`config.mk`:
```
export PLATFORM = sky130hd
export DESIGN_NAME = sdc_cmd_sequencer
export DESIGN_NICKNAME = d
export VERILOG_FILES = /design/src/rtl/sdc_cmd_sequencer.sv
export SDC_FILE = /design/constraint.sdc
export NUM_CORES = 1
export LEC_CHECK = 0
export BUFFER_PORTS_ARGS = -buffer_cell sky130_fd_sc_hd__clkbuf_2
export CORE_MARGIN = 2
export CORE_UTILIZATION = 45
export CTS_CLUSTER_SIZE = 40
export DETAILED_ROUTE_END_ITERATION = 8
export GPL_ROUTABILITY_DRIVEN = 0
export MAX_ROUTING_LAYER = met4
export PLACE_DENSITY = 0.71
export SLEW_MARGIN = 20
export SYNTH_ARGS = -nofsm -noshare
export SYNTH_HDL_FRONTEND = slang
export SYNTH_SLANG_ARGS = --single-unit
```
`constraint.sdc`:
```
create_clock -name clk -period 12.73 [get_ports clk]
set_input_delay 1.273 -clock clk [delete_from_list [all_inputs] [get_ports clk]]
set_output_delay 1.273 -clock clk [all_outputs]
set_load 0.01 [all_outputs]
```
`src/rtl/sdc_cmd_sequencer.sv`:
```
// sdc_cmd_sequencer
//   Wishbone master that runs one SD command at a time against the
//   sdc_controller register file. For each command it:
//     1. writes ARGUMENT (0x00)
//     2. writes COMMAND (0x04)
//     3. polls CMD_EVENT_STATUS (0x34)
//     4. reads RESPONSE_0..3 (0x08..0x14) as the response type requires
//     5. clears CMD_EVENT_STATUS
//   It then pulses rsp_valid with the collected status and response words.
//
// Ports
//   clk, reset             clock, asynchronous active-high reset
//   cmd_valid/cmd_ready    command handshake (ready only in IDLE)
//   cmd_index/arg/rsp_type/xfer_dir   command fields, latched on accept
//   busy                   accept cycle through the rsp_valid cycle
//   rsp_valid/status/data  completion pulse, status byte, response words
//   wb_*                   Wishbone master interface
module sdc_cmd_sequencer #(
   parameter int ADDR_WIDTH  = 8,
   parameter int POLL_GAP    = 16,
   parameter int POLL_LIMIT  = 1024,
   parameter int ACK_TIMEOUT = 255
) (
   input  logic                  clk,
   input  logic                  reset,
   input  logic                  cmd_valid,
   output logic                  cmd_ready,
   input  logic [5:0]            cmd_index,
   input  logic [31:0]           cmd_arg,
   input  logic [3:0]            cmd_rsp_type,
   input  logic [1:0]            cmd_xfer_dir,
   output logic                  busy,
   output logic                  rsp_valid,
   output logic [7:0]            rsp_status,
   output logic [127:0]          rsp_data,
   output logic [ADDR_WIDTH-1:0] wb_adr_o,
   output logic [31:0]           wb_dat_o,
   input  logic [31:0]           wb_dat_i,
   output logic [3:0]            wb_sel_o,
   output logic                  wb_we_o,
   output logic                  wb_cyc_o,
   output logic                  wb_stb_o,
   input  logic                  wb_ack_i
);
   localparam int PW = $clog2(POLL_LIMIT + 1);
   localparam int AW = $clog2(ACK_TIMEOUT + 1);
   localparam int GW = $clog2(POLL_GAP + 1);

   localparam logic [PW-1:0] POLL_LAST = PW'(POLL_LIMIT - 1);
   localparam logic [PW-1:0] POLL_MAX  = PW'(POLL_LIMIT);
   localparam logic [AW-1:0] ACK_LAST  = AW'(ACK_TIMEOUT - 1);
   localparam logic [AW-1:0] ACK_MAX   = AW'(ACK_TIMEOUT);
   localparam logic [GW-1:0] WAIT_LAST = GW'(POLL_GAP - 1);
   localparam logic [GW-1:0] WAIT_MAX  = GW'(POLL_GAP);

   localparam logic [7:0] OFF_ARG    = 8'h00;
   localparam logic [7:0] OFF_CMD    = 8'h04;
   localparam logic [7:0] OFF_RSP0   = 8'h08;
   localparam logic [7:0] OFF_STATUS = 8'h34;

   typedef enum logic [2:0] {
      IDLE, WR_ARG, WR_CMD, POLL_WAIT, POLL_RD, RD_RSP, CLEAR, DONE
   } state_t;

   state_t state_reg, state_next;

   logic            post_ack_reg;   // forces the idle cycle after every ack
   logic [AW-1:0]   ack_cnt_reg;
   logic [PW-1:0]   poll_cnt_reg;
   logic [GW-1:0]   wait_cnt_reg;
   logic [1:0]      word_idx_reg;
   logic [31:0]     arg_reg;
   logic [5:0]      index_reg;
   logic [3:0]      rsp_type_reg;
   logic [1:0]      dir_reg;
   logic [6:0]      status_reg;     // [4:0] event status, [5] poll t/o, [6] bus t/o
   logic [127:0]    data_reg;

   logic            accept;
   logic            access_state;
   logic            cyc;
   logic            ack;
   logic            ack_expired;
   logic            last_word;
   logic [31:0]     cmd_word;
   logic [7:0]      offset;
   logic [31:0]     wdata;
   logic            wr_en;

   assign accept       = cmd_valid && (state_reg == IDLE);
   assign access_state = state_reg inside {WR_ARG, WR_CMD, POLL_RD, RD_RSP, CLEAR};
   // The bus is driven straight from the state so reset drops it at once.
   assign cyc          = access_state && !post_ack_reg;
   assign ack          = cyc && wb_ack_i;
   assign ack_expired  = cyc && !wb_ack_i && (ack_cnt_reg == ACK_LAST);
   assign last_word    = !rsp_type_reg[1] || (word_idx_reg == 2'd3);
   assign cmd_word     = {19'd0, index_reg, 1'b0, dir_reg, rsp_type_reg};

   always_comb begin
      state_next = state_reg;
      offset     = 8'h00;
      wdata      = 32'd0;
      wr_en      = 1'b0;
      case (state_reg)
         IDLE: begin
            if (accept) state_next = WR_ARG;
         end
         WR_ARG: begin
            offset = OFF_ARG;
            wdata  = arg_reg;
            wr_en  = 1'b1;
            if (ack) state_next = WR_CMD;
         end
         WR_CMD: begin
            offset = OFF_CMD;
            wdata  = cmd_word;
            wr_en  = 1'b1;
            if (ack) state_next = POLL_WAIT;
         end
         POLL_WAIT: begin
            if (wait_cnt_reg == WAIT_LAST) state_next = POLL_RD;
         end
         POLL_RD: begin
            offset = OFF_STATUS;
            if (ack) begin
               // Error bits take priority over completion.
               if (wb_dat_i[4:1] != 4'd0)
                  state_next = CLEAR;
               else if (wb_dat_i[0])
                  state_next = rsp_type_reg[0] ? RD_RSP : CLEAR;
               else if (poll_cnt_reg == POLL_LAST)
                  state_next = CLEAR;
               else
                  state_next = POLL_WAIT;
            end
         end
         RD_RSP: begin
            offset = OFF_RSP0 + {4'd0, word_idx_reg, 2'b00};
            if (ack && last_word) state_next = CLEAR;
         end
         CLEAR: begin
            offset = OFF_STATUS;
            wr_en  = 1'b1;
            if (ack) state_next = DONE;
         end
         DONE: begin
            state_next = IDLE;
         end
         default: state_next = IDLE;
      endcase
      // A stalled access abandons the command without the clear write.
      if (ack_expired) state_next = DONE;
   end

   always_ff @(posedge clk or posedge reset) begin
      if (reset) begin
         state_reg    <= IDLE;
         post_ack_reg <= 1'b0;
         ack_cnt_reg  <= '0;
         poll_cnt_reg <= '0;
         wait_cnt_reg <= '0;
         word_idx_reg <= 2'd0;
         arg_reg      <= 32'd0;
         index_reg    <= 6'd0;
         rsp_type_reg <= 4'd0;
         dir_reg      <= 2'd0;
         status_reg   <= 7'd0;
         data_reg     <= 128'd0;
      end else begin
         state_reg    <= state_next;
         post_ack_reg <= ack;

         if (cyc && !wb_ack_i) begin
            if (ack_cnt_reg != ACK_MAX) ack_cnt_reg <= ack_cnt_reg + AW'(1);
         end else begin
            ack_cnt_reg <= '0;
         end

         if (state_reg == POLL_WAIT) begin
            if (wait_cnt_reg != WAIT_MAX) wait_cnt_reg <= wait_cnt_reg + GW'(1);
         end else begin
            wait_cnt_reg <= '0;
         end

         if (accept) begin
            arg_reg      <= cmd_arg;
            index_reg    <= cmd_index;
            rsp_type_reg <= cmd_rsp_type;
            dir_reg      <= cmd_xfer_dir;
            status_reg   <= 7'd0;
            data_reg     <= 128'd0;
            poll_cnt_reg <= '0;
            word_idx_reg <= 2'd0;
         end

         if (ack && (state_reg == POLL_RD)) begin
            status_reg[4:0] <= wb_dat_i[4:0];
            if (poll_cnt_reg != POLL_MAX) poll_cnt_reg <= poll_cnt_reg + PW'(1);
            // Completion on the final allowed read is a success, not a timeout.
            if ((wb_dat_i[4:0] == 5'd0) && (poll_cnt_reg == POLL_LAST))
               status_reg[5] <= 1'b1;
         end

         if (ack && (state_reg == RD_RSP)) begin
            data_reg[32*word_idx_reg +: 32] <= wb_dat_i;
            word_idx_reg                    <= word_idx_reg + 2'd1;
         end

         if (ack_expired) status_reg[6] <= 1'b1;
      end
   end

   assign cmd_ready  = (state_reg == IDLE);
   assign busy       = (state_reg != IDLE) || accept;
   assign rsp_valid  = (state_reg == DONE);
   assign rsp_status = {(status_reg[4:1] != 4'd0) || status_reg[5] || status_reg[6],
                        status_reg};
   assign rsp_data   = data_reg;

   assign wb_cyc_o = cyc;
   assign wb_stb_o = cyc;
   assign wb_sel_o = {4{cyc}};
   assign wb_we_o  = cyc && wr_en;
   assign wb_adr_o = cyc ? ADDR_WIDTH'(offset) : '0;
   assign wb_dat_o = cyc ? wdata : 32'd0;

endmodule

```
# Yosys cells after proc, flatten, opt, wreduce, memory -nomap -nowiden

Cells that the tools add are included.
Widths: inputs -> output; s select.

Register bits after elaboration: 209
Bits in latches: 0
Bits in writable memories: 0
Memory bits (read-only): 0
Input bits: 80
Output and inout bits: 186
Word-level logic and storage cells: 108
Memories kept: 0

Add/sub/neg operators: 6
Multipliers: 0
Div/mod/pow operators: 0
$lt $le $gt $ge: 0
Equality and inequality tests: 23
Shift operators: 2
Multiplexer cells: 34
Bitwise gates (word level): 0
Reductions and logical operators: 29

Operator list:

| kind                      | number |
|---|---|
| $mux 128                  | 2 |
| $bwmux 128                | 1 |
| $shift 32x34->128 const A | 1 |
| $shiftx 32x34->128        | 1 |
| $pmux 32 s2               | 1 |
| $neg 7->34                | 1 |
| $mux 11                   | 3 |
| $mux 3                    | 11 |
| $mux 32                   | 1 |
| $mux 8                    | 3 |
| $pmux 3 s8                | 1 |
| $pmux 6 s3                | 1 |
| $ne 3x3->1 const B        | 5 |
| $eq 3x3->1 const B        | 4 |
| $add 11x1->11 const B     | 1 |
| $eq 11x10->1 const B      | 1 |
| $ne 11x11->1 const B      | 1 |
| $logic_and 1x1->1         | 10 |
| $mux 5                    | 2 |
| $add 8x1->8 const B       | 1 |
| $eq 8x8->1 const B        | 1 |
| $ne 8x8->1 const B        | 1 |
| $reduce_bool 4->1         | 2 |
| $mux 7                    | 1 |
| other kinds (24)          | 37 |

# Logic depth before layout (Yosys ltp)

Depth after elaboration: 8
Mapped depth: 7
Depth with buffers taken out: 6

# Worst setup path after synthesis

No wires, ideal clock.

Path type: reg2out
Start point: register state_reg[1]
End point: output wb_dat_o[10]
Arrival: 1.441 ns
Slack: 10.016 ns
Stages on the path, launching flop included: 6
Path through: dfrtp_1 clkbuf_1 nor2b_1 clkbuf_1 a22oi_1 nor2_1

Cells in the longest elaborated chain, start to end: 4
Elaborated cells on any way between the ends: 9

RTL lines:

| item                               | line    | source |
|---|---|---|
| from (decl)                        | 65      | `state_t state_reg, state_next;` |
| from (signal assigned)             | 170     | `state_reg <= state_next;` |
| $eq 3x1->1 (tied with other cells) | 91, 104 |  |
| $reduce_bool 5->1                  | 91      | `assign access_state = state_reg inside {WR_ARG, WR_CMD, POLL_RD, RD_RSP, CLEAR};` |
| $logic_and 1x1->1                  | 93      | `assign cyc = access_state && !post_ack_reg;` |
| $mux 32 *                          | 225     | `assign wb_dat_o = cyc ? wdata : 32'd0;` |
| to (decl)                          | 37      | `output logic [31:0] wb_dat_o,` |

Mark *: on every way between the ends. The rest lies on a longest branch, timed or not.

# Final worst setup path

Start point: register state_reg[0]
End point: output wb_dat_o[19]

The elaborated chain is that of the path after synthesis.

==> flow_metrics.tcl <==
set metrics [dict create \
    hold_buffers 0 \
    grt_pass1_wl_mm 39.9 \
    post-route-period-util_pct 34.2 \
    vias 7779 \
    avgSynthCellArea_um2 9.34 \
    peakVddDrop_uv 112 \
    startpoint_type "flip-flop" \
    end_kind "primary output" \
    root_buffer "clkbuf_16" \
    syn_area_mm2 0.00917 \
    drt-vias-per-instance 5.22 \
    tns_ns 0 \
    p_leak_nw 5.85 \
    dr.pass1.iters 5 \
    maxCapViolations 0 \
    crit_fanout 20 \
    ys_types 45 \
    synth_ff_type "dfrtp_1" \
    rsz0062_at_grt "false" \
    p_int_w 0.00140 \
    async_flop_share_pct 100 \
    seqPwrFrac_pct 42.7 \
    clockBufferDepth 3 \
    clk_pin_slew_ns 0.06 \
    cts.sinks 209 \
    cp_data_arrival_time_ns 3.09 \
    std_cell_rows 52 \
    wirelength_mm 24.9 \
    cts.repair.resized 0 \
    finalSetupViolCount 0 \
    layout_common_cells "clkbuf_2 (261), nand2_1 (247), dfrtp_1 (209)" \
    start_util_pct 45.6 \
    grt_pass1_vias 7432 \
    synth_edf_count 0 \
    synth.yosys.seq_area_share_pct 57.0 \
    cts_made_buffers 24 \
    place_hpwl_mm 16.2 \
    grt_overflow 0 \
    drv_slew 0 \
    drt_iter0_markers 375 \
    syn2layout_area_growth_pct 24.8 \
    tightestPinTransition_ns 1.07 \
    layout-drive-gt1-share_pct 26.9 \
    powerDensity_mw_per_mm2 179 \
    grt_max_degree 98 \
    cts_tree "done" \
    track_usage_pct 23.4 \
    outcome "complete, no violations" \
    die-area_mm2 0.0215 \
    ys_warn_count 0 \
    power.net_switching_w 0.000645 \
    fmax_mhz 229 \
    die_x_um 147 \
    required_ns 11.46 \
    post_drt_wl_per_cell_um 16.7 \
    ys_ff_latch 209 \
    antennaDiodeCount 0 \
    post_cts_buffers 0 \
    layout_commonest_cell "clkbuf_2" \
    num_io_pins 266 \
    pwr-share-comb_pct 22.3 \
    antenna_found_initial 0 \
    coreArea_mm2 0.0201 \
    clkLatencyLatePin_ns 0.51 \
    crit_type "flip-flop to primary output" \
    fin_skew_ns 0.00873 \
    whs_ns 0.466 \
    htreeDepth 1 \
    fin_crit_ns 4.36 \
    power_frac_clock_pct 35.1 \
    switching_share_pct 31.6 \
    die_h_um 147 \
    largest_register_ffs 128 \
    fin_nets 1297 \
    antenna_left 0 \
    synthCells 982 \
    drc_errors 0 \
    slew-limit-headroom_pct 28.4 \
    min_path_type "flip-flop to flip-flop" \
    portBuffers 261 \
    hold_viol 0 \
]
[final cells by class]
| class | count | area, um2 |
|---|---|---|
| timing repair buffer | 272 | 1390 |
| sequential | 209 | 5230 |
| tap | 270 | 338 |
| clock inverter | 9 | 120 |
| fill | 1804 | 8660 |
| clock buffer | 33 | 706 |
| inverter | 14 | 60.1 |
| multi-input combinational | 683 | 3600 |
[kinds of logic (layout without fill, tap and decap cells)]
kind of cell / count (synthesis) / in the layout / synth area share (%)
adder cells (fa/ha/maj): 13 / 13 / 1.77
XOR/XNOR: 11 / 11 / 1.05
buffers and inverters: 93 / 328 / 4.30
flip-flops: 209 / 209 / 57.0
multiplexers: 6 / 6 / 0.682
other: 1 / 4 / 0.0409
AO/OA/AOI/OAI: 173 / 173 / 11.8
AND/OR/NAND/NOR: 476 / 476 / 23.3
[final timing paths]
kind                       cells past startpoint                      from  slack (ns)                        end
hold / removal                                 2   arg_reg[24]$_DFFE_PP0P_        0.47    arg_reg[24]$_DFFE_PP0P_
min in group asynchronous                      2                     reset        0.85  status_reg[4]$_DFFE_PP0P_
setup reg to reg                               5  state_reg[2]$_DFFE_PP0P_       10.12     rsp_data[27]$_DFF_PP0_
hold reg to reg                                2   arg_reg[24]$_DFFE_PP0P_        0.47    arg_reg[24]$_DFFE_PP0P_
max in group asynchronous                      4                     reset        9.91     rsp_data[91]$_DFF_PP0_
setup / recovery                               4  state_reg[0]$_DFFE_PP0P_        8.37               wb_dat_o[19]
[per-layer routing]
layer	up-vias	GRT usage [%]	wire, um
met5	-	-	0
met4	0	5.34	414
met3	35	4.35	1580
met2	244	36.5	11800
met1	3743	32.1	11000
li1	3757	-	-
[power groups by stage]
| stage | Sequential, W | Combinational [W] | Clock [W] |
|---|---|---|---|
| 3_3_place_gp | 0.000881 | 0.000445 | 0 |
| 5_1_grt | 0.000891 | 0.000520 | 0.000757 |
| 6_report | 0.000872 | 0.000455 | 0.000716 |
| 4_1_cts | 0.000872 | 0.000463 | 0.000730 |
| 2_1_floorplan | 0.000868 | 0.000303 | 0 |
| 3_5_place_dp | 0.000881 | 0.000463 | 0 |
[per-stage QoR]
step	util (%)	area, um2	setup WS, ns	instances	power, W
3_3_place_gp	52.8	10600	8.71	1448	0.00133
6_report	56.9	11400	8.37	1490	0.00204
5_1_grt	56.9	11400	8.10	1490	0.00217
3_5_place_dp	52.8	10600	8.53	1448	0.00134
4_1_cts	56.9	11400	8.00	1490	0.00206
2_1_floorplan	-	9180	5.75	985	0.00117
[synthesized netlist by cell type, types with 3 or more instances]
library cell    n  share of area [%]
nand3_1       105                5.7
nor2b_1         5               0.34
a211oi_1        3               0.25
xor2_1          3               0.29
a22oi_1        12               0.98
inv_1          14               0.57
a21oi_1         6               0.33
clkbuf_1       53                2.2
or2_2           4               0.27
nor3_1          6               0.33
a22o_1         38                3.6
o21ai_0       104                5.7
nor2_1         42                1.7
and2_1         21                1.4
nor3b_1         5               0.41
buf_4           9               0.74
nand2_1       248                 10
buf_2           9               0.49
ha_1           13                1.8
and3_1          8               0.55
dfrtp_1       209                 57
nor4_1          7               0.48
nand4_1         8               0.55
or3_1           3               0.20
xnor2_1         8               0.76
buf_1           8               0.33
mux2i_1         4               0.44
nand2b_1        5               0.34
[critical path, cell delays in order (launching register included)]
cell,delay [ns]
dfrtp_1,0.59
nor2b_2,0.69
nor3b_2,0.91
and2_1,0.24
clkbuf_2,0.14
Power figures use the tool's default switching activity.
